### config.mk
export PLATFORM = sky130hd
export DESIGN_NAME = trap_csr
export DESIGN_NICKNAME = d
export VERILOG_FILES = /design/src/rtl/trap_csr.sv
export SDC_FILE = /design/constraint.sdc
export NUM_CORES = 1
export LEC_CHECK = 0
export ABC_AREA = 1
export CAP_MARGIN = 20
export CORE_ASPECT_RATIO = 1.5
export CORE_MARGIN = 4
export CORE_UTILIZATION = 30
export DETAILED_ROUTE_END_ITERATION = 10
export DONT_BUFFER_PORTS = 1
export GPL_ROUTABILITY_DRIVEN = 0
export SETUP_SLACK_MARGIN = 0.2
export SLEW_MARGIN = 25
export SYNTH_ARGS = -nofsm -noshare
export SYNTH_HDL_FRONTEND = slang
export SYNTH_SLANG_ARGS = --single-unit
### constraint.sdc
create_clock -name clk_i -period 1.9 [get_ports clk_i]
set_input_delay 0.285 -clock clk_i [delete_from_list [all_inputs] [get_ports clk_i]]
set_output_delay 0.285 -clock clk_i [all_outputs]
set_load 0.02 [all_outputs]
### src/rtl/trap_csr.sv
// Machine-mode trap CSR file: status/enable/vector/epc/cause registers, interrupt-pending
// synchronizers and the 64-bit cycle/instret counters, with one read port and one write port.
module trap_csr (
  input  logic        clk_i,
  input  logic        n_rst_i,
  input  logic [11:0] csr_raddr_i,
  output logic [31:0] csr_rdata_o,
  output logic        csr_illegal_o,
  input  logic        csr_we_i,
  input  logic [11:0] csr_waddr_i,
  input  logic [31:0] csr_wdata_i,
  input  logic        set_cause_i,
  input  logic        ie_type_i,
  input  logic [3:0]  trap_cause_i,
  input  logic        set_epc_i,
  input  logic [31:0] epc_i,
  input  logic        set_mtval_i,
  input  logic [31:0] mtval_i,
  input  logic        mstatus_ie_clear_i,
  input  logic        mstatus_ie_set_i,
  input  logic        irq_external_i,
  input  logic        irq_timer_i,
  input  logic        irq_sw_i,
  input  logic        instret_i,
  output logic        mstatus_ie_o,
  output logic        mie_external_o,
  output logic        mie_timer_o,
  output logic        mie_sw_o,
  output logic        mip_external_o,
  output logic        mip_timer_o,
  output logic        mip_sw_o,
  output logic [31:0] mtvec_o,
  output logic [31:0] epc_o
);

  localparam logic [11:0] AddrMstatus   = 12'h300;
  localparam logic [11:0] AddrMisa      = 12'h301;
  localparam logic [11:0] AddrMie       = 12'h304;
  localparam logic [11:0] AddrMtvec     = 12'h305;
  localparam logic [11:0] AddrMscratch  = 12'h340;
  localparam logic [11:0] AddrMepc      = 12'h341;
  localparam logic [11:0] AddrMcause    = 12'h342;
  localparam logic [11:0] AddrMtval     = 12'h343;
  localparam logic [11:0] AddrMip       = 12'h344;
  localparam logic [11:0] AddrMcycle    = 12'hB00;
  localparam logic [11:0] AddrMinstret  = 12'hB02;
  localparam logic [11:0] AddrMcycleh   = 12'hB80;
  localparam logic [11:0] AddrMinstreth = 12'hB82;
  localparam logic [11:0] AddrMhartid   = 12'hF14;

  logic        mstatus_mie_q, mstatus_mpie_q;
  logic [2:0]  mie_q;  // {meie, mtie, msie}
  logic [31:0] mtvec_q, mscratch_q, mepc_q, mcause_q, mtval_q;
  logic [63:0] mcycle_q, minstret_q;
  logic [2:0]  irq_sync1_q, irq_sync2_q;  // {external, timer, sw}

  logic wr_mstatus, wr_mie, wr_mtvec, wr_mscratch, wr_mepc, wr_mcause, wr_mtval;
  logic wr_mcycle, wr_mcycleh, wr_minstret, wr_minstreth;

  always_comb begin
    wr_mstatus   = csr_we_i && (csr_waddr_i == AddrMstatus);
    wr_mie       = csr_we_i && (csr_waddr_i == AddrMie);
    wr_mtvec     = csr_we_i && (csr_waddr_i == AddrMtvec);
    wr_mscratch  = csr_we_i && (csr_waddr_i == AddrMscratch);
    wr_mepc      = csr_we_i && (csr_waddr_i == AddrMepc);
    wr_mcause    = csr_we_i && (csr_waddr_i == AddrMcause);
    wr_mtval     = csr_we_i && (csr_waddr_i == AddrMtval);
    wr_mcycle    = csr_we_i && (csr_waddr_i == AddrMcycle);
    wr_mcycleh   = csr_we_i && (csr_waddr_i == AddrMcycleh);
    wr_minstret  = csr_we_i && (csr_waddr_i == AddrMinstret);
    wr_minstreth = csr_we_i && (csr_waddr_i == AddrMinstreth);
  end

  always_ff @(posedge clk_i) begin
    if (!n_rst_i) begin
      mstatus_mie_q  <= 1'b0;
      mstatus_mpie_q <= 1'b0;
      mie_q          <= '0;
      mtvec_q        <= '0;
      mscratch_q     <= '0;
      mepc_q         <= '0;
      mcause_q       <= '0;
      mtval_q        <= '0;
      mcycle_q       <= '0;
      minstret_q     <= '0;
      irq_sync1_q    <= '0;
      irq_sync2_q    <= '0;
    end else begin
      irq_sync1_q <= {irq_external_i, irq_timer_i, irq_sw_i};
      irq_sync2_q <= irq_sync1_q;

      // Trap-side updates take precedence over a software write to the same register.
      if (mstatus_ie_clear_i) begin
        mstatus_mpie_q <= mstatus_mie_q;
        mstatus_mie_q  <= 1'b0;
      end else if (mstatus_ie_set_i) begin
        mstatus_mie_q  <= mstatus_mpie_q;
        mstatus_mpie_q <= 1'b1;
      end else if (wr_mstatus) begin
        mstatus_mie_q  <= csr_wdata_i[3];
        mstatus_mpie_q <= csr_wdata_i[7];
      end

      if (wr_mie)      mie_q      <= {csr_wdata_i[11], csr_wdata_i[7], csr_wdata_i[3]};
      if (wr_mtvec)    mtvec_q    <= {csr_wdata_i[31:2], 1'b0, csr_wdata_i[0]};
      if (wr_mscratch) mscratch_q <= csr_wdata_i;

      if (set_epc_i)    mepc_q <= {epc_i[31:2], 2'b00};
      else if (wr_mepc) mepc_q <= {csr_wdata_i[31:2], 2'b00};

      if (set_cause_i)    mcause_q <= {ie_type_i, 27'b0, trap_cause_i};
      else if (wr_mcause) mcause_q <= csr_wdata_i;

      if (set_mtval_i)   mtval_q <= mtval_i;
      else if (wr_mtval) mtval_q <= csr_wdata_i;

      if (wr_mcycle)       mcycle_q[31:0]  <= csr_wdata_i;
      else if (wr_mcycleh) mcycle_q[63:32] <= csr_wdata_i;
      else                 mcycle_q        <= mcycle_q + 64'd1;

      if (wr_minstret)       minstret_q[31:0]  <= csr_wdata_i;
      else if (wr_minstreth) minstret_q[63:32] <= csr_wdata_i;
      else if (instret_i)    minstret_q        <= minstret_q + 64'd1;
    end
  end

  always_comb begin
    csr_rdata_o   = '0;
    csr_illegal_o = 1'b0;
    case (csr_raddr_i)
      AddrMstatus:   csr_rdata_o = {19'b0, 2'b11, 3'b0, mstatus_mpie_q, 3'b0, mstatus_mie_q, 3'b0};
      AddrMisa:      csr_rdata_o = 32'h4000_0100;
      AddrMie:       csr_rdata_o = {20'b0, mie_q[2], 3'b0, mie_q[1], 3'b0, mie_q[0], 3'b0};
      AddrMtvec:     csr_rdata_o = mtvec_q;
      AddrMscratch:  csr_rdata_o = mscratch_q;
      AddrMepc:      csr_rdata_o = mepc_q;
      AddrMcause:    csr_rdata_o = mcause_q;
      AddrMtval:     csr_rdata_o = mtval_q;
      AddrMip:       csr_rdata_o = {20'b0, irq_sync2_q[2], 3'b0, irq_sync2_q[1], 3'b0,
                                    irq_sync2_q[0], 3'b0};
      AddrMcycle:    csr_rdata_o = mcycle_q[31:0];
      AddrMinstret:  csr_rdata_o = minstret_q[31:0];
      AddrMcycleh:   csr_rdata_o = mcycle_q[63:32];
      AddrMinstreth: csr_rdata_o = minstret_q[63:32];
      AddrMhartid:   csr_rdata_o = '0;
      default:       csr_illegal_o = 1'b1;
    endcase
  end

  assign mstatus_ie_o   = mstatus_mie_q;
  assign mie_external_o = mie_q[2];
  assign mie_timer_o    = mie_q[1];
  assign mie_sw_o       = mie_q[0];
  assign mip_external_o = irq_sync2_q[2];
  assign mip_timer_o    = irq_sync2_q[1];
  assign mip_sw_o       = irq_sync2_q[0];
  assign mtvec_o        = mtvec_q;
  assign epc_o          = mepc_q;

endmodule

==> impl_metrics.env <==
export IMPL_crit_slowest_cell="o21ai_0"
export IMPL_die_width_um=209
export IMPL_path_max_fanout=11
export IMPL_hold_viol_final=0
export IMPL_ys_warn_count=0
export IMPL_numCtsBuffers=31
export IMPL_first_pass_iters=6
export IMPL_synth_cell_types=45
export IMPL_die_area_um2=64800
export IMPL_timing_final_ws_setup_ps=-277
export IMPL_cp_common_cell="buf_12"
export IMPL_switching_share_pct=26.9
export IMPL_clock_power_share_pct=44.8
export IMPL_status="finished with violations"
export IMPL_cts_root_buf="clkbuf_16"
export IMPL_grt_pass1_vias=22400
export IMPL_arrival_ps=1890
export IMPL_startpoint_type="input port"
export IMPL_timing_fmax_mhz=459
export IMPL_min_period_ps=2180
export IMPL_ys_seq_area_share_pct=32.5
export IMPL_grt_usage_pct=28.6
export IMPL_netlist_area_um2=18200
export IMPL_slew_violations=0
export IMPL_cp_end_kind="output port"
export IMPL_drive_gt1_share_pct=34.0
export IMPL_synth_area_per_cell_um2=6.14
export IMPL_drt_wl_total_um=101000
export IMPL_hp_class="input port to register"
export IMPL_area_growth_syn_to_layout_pct=57.1
export IMPL_max_cap_violations=0
export IMPL_via_per_inst=5.59
export IMPL_ant_nets=0
export IMPL_clock_sinks=296
export IMPL_die_y_um=310
export IMPL_drc=0
export IMPL_path_class="input port to output port"
export IMPL_nFillCells=5778
export IMPL_p_per_area_nw_per_um2=500
export IMPL_p_int_mw=10.4
export IMPL_synth_main_ff_cell="dfxtp_1"
export IMPL_clock_path_buffers=3
export IMPL_final_cell_mix="nand2_1 (504), inv_1 (321), buf_4 (305)"
export IMPL_setup_viol_count_final=32
export IMPL_fp_row_count=110
export IMPL_grt_max_degree=111
export IMPL_grt_first_pass_wirelength_um=141000
export IMPL_vdd_ir_drop_worst_mv=0.574
export IMPL_start_util_pct=30.3
export IMPL_layout_nets=3590
export IMPL_violations="setup timing"
export IMPL_relSlewSlack_pct=55.0
export IMPL_critPathBufInv=5
export IMPL_cts_tree="built"
export IMPL_io_pins=241
export IMPL_synth_async_reset_ratio_pct=0
export IMPL_path_clk_slew_ps=70
export IMPL_grt_ovfl_total=0
export IMPL_core_area_um2=60000
export IMPL_ys_seq_elements=296
export IMPL_worst_hold_slack_ps=2.28
export IMPL_power_frac_comb_pct=10.3
export IMPL_synth_edf_count=0
export IMPL_rsz0062_at_grt="yes"
export IMPL_crit_chain="inv_12, nor2_4, nand4_1, inv_2, buf_4, nand2_8, buf_12, o21ai_0, nor3_2, nand2_2, buf_12"
export IMPL_num_vias=23800
export IMPL_power_frac_seq_pct=44.9
export IMPL_crit_family="buffers and inverters"
export IMPL_io_buffers=0
export IMPL_clock_latency_ps=610
export IMPL_p_leak_nw=11.4
export IMPL_cpPeakStageDelay_ps=360
export IMPL_worstMarginPinSlew_ps=673
export IMPL_mostFrequentLayoutCell="nand2_1"
export IMPL_fin_skew_ps=23.6
export IMPL_htree_levels=1
export IMPL_finalPower_mw=14.3
export IMPL_switchingPower_mw=3.84
export IMPL_syn_inst=2964
export IMPL_fin_crit_sh_pct=115
export IMPL_routedWlPerCell_um=23.7
export IMPL_hpwl_um=68800
export IMPL_antenna_found_initial=5
export IMPL_cp_required_ps=1620
export IMPL_drt_initial_drc_count=2403
-- power by group through the flow --
stage	registers, mW	logic [mW]	clock network, mW
6_report	6.41	1.47	6.41
5_1_grt	6.42	1.56	6.63
4_1_cts	6.41	1.37	6.41
3_5_place_dp	6.55	0.936	0
3_3_place_gp	6.55	0.933	0
2_1_floorplan	6.57	0.590	0
-- registers in the layout, summed over array words and instances, names as in the netlist --
name / cells
epc_o: 30
irq_sync1_q: 3
irq_sync2_q: 3
mcause_q: 32
mcycle_q: 64
mie_q: 3
minstret_q: 64
mscratch_q: 32
mstatus_ie_o: 1
mstatus_mpie_q: 1
mtval_q: 32
mtvec_o: 31
-- path summary, 6_finish.rpt --
kind | start | endpoint | slack [ps] | cells after the start
worst min-delay path | csr_wdata_i[19] | minstret_q[51] | 2 | 4
worst max register to register | mcycle_q[0] | mcycle_q[46] | 30 | 13
worst min register to register | mtval_q[7] | mtval_q[7] | 450 | 2
worst max-delay path | csr_raddr_i[6] | csr_rdata_o[31] | -280 | 11
-- repair_timing --
action	4_1_cts	5_1_grt
hold buffers	150	0
endpoints found under the hold margin	263	0
resized for setup	510	457
cloned	10	1
endpoints found under the setup margin	123	188
pin swaps	130	223
setup buffers	46	41
-- cell type report --
type | instances | area, um2 | share of cell area [%]
inverter | 401 | 1630 | 5.70
tap | 784 | 981 | 3.43
antenna | 7 | 17.5 | 0.0613
sequential | 296 | 6070 | 21.2
clock buffer | 46 | 902 | 3.15
timing repair buffer | 593 | 5980 | 20.9
clock inverter | 10 | 119 | 0.416
multi-input combinational | 2128 | 12900 | 45.1
-- Yosys cell counts (2+ instances only) --
cell type | number | share of area, %
nand2_1 | 636 | 13
inv_1 | 379 | 7.8
o21ai_0 | 363 | 10
nor2_1 | 322 | 6.6
a21oi_1 | 306 | 8.4
dfxtp_1 | 296 | 33
nand3_1 | 148 | 4.1
o22ai_1 | 90 | 3.1
clkbuf_1 | 83 | 1.7
nor3_1 | 56 | 1.5
xor2_1 | 44 | 2.1
buf_2 | 40 | 1.1
nand4_1 | 36 | 1.2
nor2_2 | 22 | 0.76
o21ai_1 | 22 | 0.60
inv_2 | 20 | 0.41
nor2_4 | 12 | 0.74
nand2_2 | 11 | 0.38
a31oi_1 | 10 | 0.34
nor3_2 | 10 | 0.55
xnor2_1 | 8 | 0.38
buf_4 | 7 | 0.29
buf_6 | 7 | 0.43
buf_1 | 4 | 0.082
a22oi_1 | 3 | 0.12
nand3b_1 | 3 | 0.12
a211oi_1 | 2 | 0.082
ha_1 | 2 | 0.14
nand2_4 | 2 | 0.12
nand3_2 | 2 | 0.11
nand3_4 | 2 | 0.19
o211ai_1 | 2 | 0.082
o221ai_1 | 2 | 0.096
-- cells by family after synthesis --
family,synth area share [%]
compound gates,23.0
simple gates,29.9
flops,32.5
fa+ha+maj,0.137
xor+xnor,2.50
other cells,0.0206
buf+inv,11.9
-- metal layers --
metal,GRT usage [%],wire length (um),vias up
met5,0,0,-
met4,23.7,11600,0
met3,5.55,9000,566
met2,48.4,46600,1524
met1,31.0,33900,11100
li1,-,-,10700
-- stage by stage --
step	instance area [um2]	utilization [%]	instances	setup TNS (ps)	setup WS [ps]
final	28600	47.7	4265	-3680	-277
after floorplan	18400	-	2966	0	176
after detailed placement	21700	36.2	3954	-5110	-230
after global routing	28600	47.6	4261	-4670	-265
after CTS	26500	44.2	4216	-1710	-149
after global placement	21700	36.2	3954	-4500	-225
-- worst register-to-register path, cell delays in order, from the launching register on --
cell,delay (ps)
dfxtp_4,370
ha_4,160
nand3_4,90
nor2_4,120
nand2_4,80
buf_12,140
nor2_8,190
nand3_4,210
inv_6,150
nand2_2,50
nand2_1,50
nand3_1,60
nand2_1,70
inv_1,40
Power figures use the tool's default switching activity.
